===== src/rtl/keypad_in_ctrl_if.sv =====
// Bus-side signals of the keypad scanner: read strobe, read data and interrupt.
// The master is the bus (or testbench) and the slave is the scanner.
interface keypad_in_ctrl_if;
  logic        re;
  logic [31:0] rdata;
  logic        irq;

  modport master (output re, input rdata, input irq);
  modport slave  (input re, output rdata, output irq);
endinterface


===== src/rtl/keypad_in_ctrl.sv =====
// 4x4 matrix keypad scanner. Column scan, frame debounce, single-key event
// detection, and a 16-bit key-code shift register with valid/overrun status.
module keypad_in_ctrl #(
  parameter int unsigned SCAN_DIV = 50000,
  parameter int unsigned DEBOUNCE = 4
) (
  input  logic             clk,
  input  logic             rst_n,
  input  logic [3:0]       row,
  output logic [3:0]       col,
  keypad_in_ctrl_if.slave  bus
);

  localparam int unsigned DIV_W   = (SCAN_DIV > 2) ? $clog2(SCAN_DIV) : 1;
  localparam logic [3:0]  DEB_MAX = 4'(DEBOUNCE);

  typedef enum logic {S_IDLE, S_HELD} state_e;

  logic [DIV_W-1:0] div_q, div_d;
  logic [1:0]       col_idx_q;
  logic [3:0]       col_q;
  logic             tick;
  logic             frame_done_q;
  logic [15:0]      frame_q, frame_d;
  logic [15:0]      prev_q, prev_d;
  logic [15:0]      deb_q, deb_d;
  logic [3:0]       stable_q, stable_d;
  state_e           state_q;
  logic [15:0]      keys_q;
  logic             valid_q;
  logic             overrun_q;
  logic             one_hot;
  logic [3:0]       code;

  assign tick = (div_q == DIV_W'(SCAN_DIV - 1));

  // NOTE: every always_comb output gets a default first, so no path can infer a latch.
  always_comb begin
    div_d   = tick ? '0 : div_q + 1'b1;
    frame_d = frame_q;
    if (tick) begin
      frame_d[{col_idx_q, 2'b00} +: 4] = ~row;
    end
  end

  // A frame that repeats the previous one extends the stable run; any change restarts it.
  always_comb begin
    prev_d   = prev_q;
    stable_d = stable_q;
    deb_d    = deb_q;
    if (frame_done_q) begin
      prev_d = frame_q;
      if (frame_q == prev_q) begin
        stable_d = (stable_q >= DEB_MAX) ? DEB_MAX : stable_q + 4'd1;
      end else begin
        stable_d = 4'd1;
      end
      if (stable_d == DEB_MAX) begin
        deb_d = frame_q;
      end
    end
  end

  always_comb begin
    one_hot = (deb_q != 16'd0) && ((deb_q & (deb_q - 16'd1)) == 16'd0);
    code    = 4'd0;
    for (int i = 0; i < 16; i++) begin
      if (deb_q[i]) code = 4'(i);
    end
  end

  // NOTE: sequential state uses non-blocking assignments only; a later assignment
  // to the same register in the block overrides an earlier one.
  always_ff @(posedge clk or negedge rst_n) begin
    if (!rst_n) begin
      div_q        <= '0;
      col_idx_q    <= 2'd0;
      col_q        <= 4'b1110;
      frame_done_q <= 1'b0;
      frame_q      <= '0;
      prev_q       <= '0;
      deb_q        <= '0;
      stable_q     <= '0;
    end else begin
      div_q        <= div_d;
      frame_q      <= frame_d;
      prev_q       <= prev_d;
      deb_q        <= deb_d;
      stable_q     <= stable_d;
      frame_done_q <= tick && (col_idx_q == 2'd3);
      if (tick) begin
        col_idx_q <= col_idx_q + 2'd1;
        col_q     <= {col_q[2:0], col_q[3]};
      end
    end
  end

  // The event branch follows the read clear, so an event in a read cycle wins.
  always_ff @(posedge clk or negedge rst_n) begin
    if (!rst_n) begin
      state_q   <= S_IDLE;
      keys_q    <= '0;
      valid_q   <= 1'b0;
      overrun_q <= 1'b0;
    end else begin
      if (bus.re) begin
        valid_q   <= 1'b0;
        overrun_q <= 1'b0;
      end
      case (state_q)
        S_IDLE: begin
          if (deb_q != 16'd0) begin
            state_q <= S_HELD;
            if (one_hot) begin
              keys_q    <= {keys_q[11:0], code};
              valid_q   <= 1'b1;
              overrun_q <= ~bus.re & (overrun_q | valid_q);
            end
          end
        end
        S_HELD: begin
          if (deb_q == 16'd0) state_q <= S_IDLE;
        end
        default: state_q <= S_IDLE;
      endcase
    end
  end

  assign col       = col_q;
  assign bus.rdata = {14'b0, overrun_q, valid_q, keys_q};
  assign bus.irq   = valid_q;

endmodule


===== src/flat_wrapper.sv =====
// flat-port wrapper written by rule: the top's interface ports become plain ports
module keypad_in_ctrl_flat 
#(
  parameter int unsigned SCAN_DIV = 50000,
  parameter int unsigned DEBOUNCE = 4
)
  (clk, rst_n, row, col, bus_re, bus_rdata, bus_irq);
  keypad_in_ctrl_if bus_i ();
  input  logic clk;
  input  logic rst_n;
  input  logic [3:0] row;
  output logic [3:0] col;
  input wire logic [$bits(bus_i.re)-1:0] bus_re;
  output wire logic [$bits(bus_i.rdata)-1:0] bus_rdata;
  output wire logic [$bits(bus_i.irq)-1:0] bus_irq;
  assign bus_i.re = bus_re;
  assign bus_rdata = bus_i.rdata;
  assign bus_irq = bus_i.irq;
  keypad_in_ctrl #(.SCAN_DIV(SCAN_DIV), .DEBOUNCE(DEBOUNCE)) u_core (.clk(clk), .rst_n(rst_n), .row(row), .col(col), .bus(bus_i));
endmodule

===== config.mk =====
export PLATFORM = sky130hd
export DESIGN_NAME = keypad_in_ctrl_flat
export DESIGN_NICKNAME = d
export VERILOG_FILES = /design/src/rtl/keypad_in_ctrl_if.sv /design/src/rtl/keypad_in_ctrl.sv /design/src/flat_wrapper.sv
export SDC_FILE = /design/constraint.sdc
export NUM_CORES = 1
export LEC_CHECK = 0
export ABC_AREA = 1
export CAP_MARGIN = 10
export CORE_ASPECT_RATIO = 0.9
export CORE_MARGIN = 3
export CORE_UTILIZATION = 40
export DETAILED_ROUTE_END_ITERATION = 7
export GPL_TIMING_DRIVEN = 0
export SYNTH_ARGS = -nofsm -noshare
export SYNTH_HDL_FRONTEND = slang
export SYNTH_SLANG_ARGS = --single-unit

===== constraint.sdc =====
create_clock -name clk -period 2.3 [get_ports clk]
set_clock_uncertainty 0.2 [all_clocks]
set_input_delay 0.23 -clock clk [delete_from_list [all_inputs] [get_ports clk]]
set_output_delay 0.23 -clock clk [all_outputs]
set_load 0.05 [all_outputs]

Word-level counts from Yosys, hierarchy flattened
Index checks and enable logic that the tools add are counted.
{ "op_classes": {"addsub": 5, "n_lt_le_gt_ge": 1, "eq_ne": 4, "n_shift": 2, "n_mux": 31, "bitwise_logic": 6, "reduce_logical": 7} }
{ "ops": {"columns": ["cell", "n"], "rows": [
  ["$mux W4", 11],
  ["$logic_not A16 Y1", 2],
  ["$add A16 B1 Y16 const B", 1],
  ["$and A16 B16 Y16", 1],
  ["$bwmux W16", 1],
  ["$eq A16 B16 Y1", 1],
  ["$eq A16 B16 Y1 const B", 1],
  ["$mux W16", 1],
  ["$reduce_bool A16 Y1", 1],
  ["$shift A4 B6 Y16 const A", 1],
  ["$shiftx A4 B6 Y16", 1],
  ["$sub A16 B1 Y16 const B", 1],
  ["$mux W3", 4],
  ["$mux W1", 11],
  ["$neg A4 Y6", 1],
  ["$add A4 B1 Y4 const B", 1],
  ["$eq A4 B3 Y1 const B", 1],
  ["$ge A4 B3 Y1 const B", 1],
  ["$mux W2", 2],
  ["$not A4 Y4", 1],
  ["$reduce_and A3 Y1", 1],
  ["$add A2 B1 Y2 const B", 1],
  ["$eq A2 B2 Y1 const B", 1],
  ["$logic_and A1 B1 Y1", 2],
  ["other kinds (5)", 6]
]} }
{ "totals": {"regBits": 94, "input_bits": 7, "out_inout_bits": 37, "word_cells": 68} }

Depth between registers and ports, before layout
{ "depth": {"ltp_word": 15, "depth_mapped": 15, "ltp_nobuf": 15} }

Least setup slack after synthesis
Ideal clock, no wire load.
{ "synth_timing": {"path_type": "register to register", "from": "register u_core.deb_q[4]", "to": "register u_core.keys_q[1]", "arrival_time_ns": 1.594, "required_time_ns": 1.981, "path_slack_ns": 0.387, "path_stages_with_launch": 14, "n_path_buf": 1, "cell_sequence": "dfrtp_1 nor2_2 nand2_1 nor2_4 nand3_1 nand2_1 nand2_1 inv_2 nand2_2 nor2_8 inv_4 buf_6 nand2_1 nand2_1"} }
{ "synth_between": {"elab_chain_len": 12, "elab_cells_between_ends": 18, "cone_classes": "add/sub (1); mux (12); bitwise (1); reduce/logical (4)"} }
{ "synth_lines": {"columns": ["item", "line_no", "text"], "rows": [
  ["from (decl)", "keypad_in_ctrl.sv:26", "logic [15:0] deb_q, deb_d;"],
  ["from (signal assigned)", "keypad_in_ctrl.sv:82", "deb_q <= '0;"],
  ["from (signal assigned)", "keypad_in_ctrl.sv:88", "deb_q <= deb_d;"],
  ["parallel branches: the longest is 12 deep, another holds $sub A16 B1 Y16", null, null],
  ["to (signal assigned)", "keypad_in_ctrl.sv:115", "keys_q <= {keys_q[11:0], code};"],
  ["to (decl)", "keypad_in_ctrl.sv:29", "logic [15:0] keys_q;"]
]} }
Several ways; the timed one is not identified.
A chain may end at the register's enable or synchronous reset.

Worst setup path in the final report
{ "layout_timing": {"from": "register u_core.col_q[1] (netlist: u_core.col[1])", "to": "output col[1]"} }
{ "layout_rtl": {"columns": ["item", "line_no", "text"], "rows": [
  ["from (decl)", "keypad_in_ctrl.sv:21", "logic [3:0] col_q;"],
  ["from (signal assigned)", "keypad_in_ctrl.sv:93", "col_q <= {col_q[2:0], col_q[3]};"],
  ["to (decl)", "flat_wrapper.sv:12", "output logic [3:0] col;"]
]} }
No word-level cell between the ends.

==> flow_summary.yaml <==
layout:
  multiInputGateArea_mm2: 0.001882
  stdcell_area_mm2: 0.005594
  utilization_pct: 50.49
  layout-area-overhead-vs-synth_pct: 20.81
  fillerInstances: 1084
  ff_latch_area_mm2: 0.002360
  drive_gt1_share_pct: 12.74
  nets: 629
  instances_no_fill: 772
  num_antenna_cells: 0
sta:
  hold_viol: 0
  relSlewSlack_pct: 64.69
  fin_ws_ps: 189.1
  worst_pin_slew_ps: 529.6
  max_freq_mhz: 473.7
  final-max-slew-violation-count: 0
  fin_crit_ps: 2111
  timing.final.crit_share_pct: 91.78
  setup_viol: 0
clocking:
  clkTransAtPathRegs_ps: 60
  clockBufferDepth: 2
  cts_buffers: 9
  clock_latency_ps: 330
  h-tree-depth: 3
  cts_tree: "yes"
  cts.sinks: 94
  cts_root_buf: "clkbuf_16"
status:
  outcome: "finished clean"
critical_path:
  path_class: "reg -> out"
  cp_cell_sequence: "clkdlybuf4s50_1"
  worstSetupEndpointType: "output pin"
  critPathSlowestCell: "clkdlybuf4s50_1"
  crit_required_ps: 1870
  cp-start-kind: "flop"
  critPathTopFamily: "buffers and inverters"
  arrival_ps: 1680
  critPathMaxStageDelay_ps: 800
  cp_num_buf_inv: 1
  cp_max_fo: 3
pwr:
  power.density_mw_per_mm2: 597.5
  power_leakage_uw: 0.002801
  peakVddDrop_mv: 0.4313
placed_design:
  placement.io_buffers: 29
  placed_area_mm2: 0.005185
  gp_congestion: 0.8998
  hpwl_mm: 6.929
  pre_cts_ws_ps: -66.06
  place_inst: 752
synthesis:
  yosysTopAreaCellShare_pct: 49.18
  yosys-top-cells-area: "dfrtp_1 49%, nand2_1 12%, o21ai_0 7.3%, inv_1 6.2%, buf_4 2.8%"
  ys_seq_area_share_pct: 50.88
  syn_inst: 557
  async_flop_share_pct: 100.0
  syn-cell-area_mm2: 0.004631
  synth_edf_count: 0
  synth-main-ff-cell: "dfrtp_1"
  yosysUniqueCellTypes: 40
  syn_avg_cell_area_um2: 8.314
  synth_top_area_cell: "dfrtp_1"
  ys_warn_count: 0
  ys_ff_latch: 94
min_path:
  hp-class: "in -> async"
routing:
  drc: 0
  dr_wl_met2_mm: 4.384
  drt_iter0_markers: 310
  ant_nets: 0
  top_layer_used: "met4"
  first_pass_iters: 6
  vias: 3652
  wirelength_mm: 9.588
  met1_length_mm: 4.656
  wl_met3_um: 376
  wire_per_inst_um: 12.42
  vias_per_cell: 4.731
floorplanning:
  die_w_um: 119.4
  rows: 36
  die_y_um: 108.1
  num_io_pins: 44
  die-area_mm2: 0.01291
  start_util_pct: 41.79
  fp.coreArea_mm2: 0.01108
grt:
  grt-ovfl-total: 0
  first_global_vias: 3483
  grtUsageTotal_pct: 15.67
  grt_antenna_before_repair: 0
  grt_pass1_wl_mm: 16.38
  grt_max_degree: 73
run:
  max_cap_violations: 0
## synthesized netlist by cell type (5+ instances only)
cell type / count
nor2_1: 33
ha_1: 7
xnor2_1: 11
nand4_1: 14
nand3_1: 20
inv_1: 77
clkbuf_1: 8
a21oi_1: 9
dfrtp_1: 91
o21ai_1: 6
inv_2: 5
nand2_1: 142
buf_4: 17
nor3_1: 6
o21ai_0: 68
## cell families (layout without fill, tap and decap cells)
logic type | after synthesis | after routing | share of synthesized area (%)
AO/OA/AOI/OAI | 94 | 94 | 10.86
flip-flops | 94 | 94 | 50.88
XOR/XNOR | 15 | 15 | 2.837
buffers and inverters | 111 | 161 | 10.62
adder cells (fa/ha/maj) | 7 | 7 | 1.891
other | 1 | 14 | 0.08098
AND/OR/NAND/NOR | 235 | 235 | 22.83
## layout by cell type, fill, tap and decap left out, types with 6 or more instances in the layout
cell,count
clkbuf_16,9
nor2_2,7
conb_1,14
dfrtp_1,88
inv_1,77
nand3_1,18
nand2_1,140
buf_4,22
ha_1,7
nor3_1,6
clkbuf_1,9
a21oi_1,9
nand4_1,14
o21ai_0,68
xnor2_1,11
nor2_1,28
clkdlybuf4s50_1,28
## state kept, by name (all words and copies together), names as in the netlist
register and count:
u_core.overrun_q 1, u_core.col 4, u_core.frame_done_q 1, u_core.prev_q 16, u_core.state_q 1, u_core.stable_q 4
u_core.div_q 16, u_core.col_idx_q 2, u_core.keys_q 16, u_core.deb_q 16, u_core.bus.irq 1, u_core.frame_q 16
## stage by stage
step | total power [uW] | hold WS (ps) | setup TNS, ps
finish | 3343 | 135.4 | 0
global route | 3466 | 169.5 | -56.46
CTS | 3392 | 145.3 | 0
detailed placement | 1805 | -44.10 | -470.5
global placement | 1800 | 250.0 | -253240
floorplan | 1754 | -265.6 | 0
## power breakdown
group,switching (uW),total (uW),internal [uW]
Sequential,0.0000000000000519,1650,1650
Combinational,87.9,120,32.1
Clock,586,1570,983
Total,674,3340,2670
## metal layers
layer | vias up | GRT usage [%]
met2 | 65 | 24.57
met4 | 0 | 5.233
met5 | - | 0
li1 | 1855 | -
met3 | 14 | 3.452
met1 | 1718 | 21.73
## timing repair
| item | CTS | global route |
|---|---|---|
| buffers inserted | 0 | 4 |
| hold buffers | 1 | 0 |
| resized for setup | 1 | 18 |
| pin swaps | 0 | 3 |
| setup endpoints to repair | 11 | 34 |
| endpoints found under the hold margin | 91 | 0 |
## cell type report
class | count | area share, %
inverters | 84 | 5.681
repair buffers | 35 | 6.352
well taps | 152 | 3.400
plain buffers | 26 | 3.064
clock inverters | 3 | 1.208
multi-input cells | 365 | 33.64
clock buffers | 13 | 4.473
flip-flops and latches | 94 | 42.18
## final timing paths
path                       depth (start not counted)                           end                        start  slack (ps)
max                                                1                        col[1]    u_core.col[1]$_DFFE_PN1N_         190
min                                                2   u_core.deb_q[3]$_DFFE_PN0P_                        rst_n         140
max reg2reg                                       13  u_core.keys_q[4]$_DFFE_PN0P_  u_core.deb_q[0]$_DFFE_PN0P_         200
min reg2reg                                        1     u_core.div_q[0]$_DFF_PN0_    u_core.div_q[0]$_DFF_PN0_         260
max in group asynchronous                          3     u_core.col[1]$_DFFE_PN1N_                        rst_n        1070
min in group clk                                   1     u_core.div_q[0]$_DFF_PN0_    u_core.div_q[0]$_DFF_PN0_         260
Power figures use the tool's default switching activity.
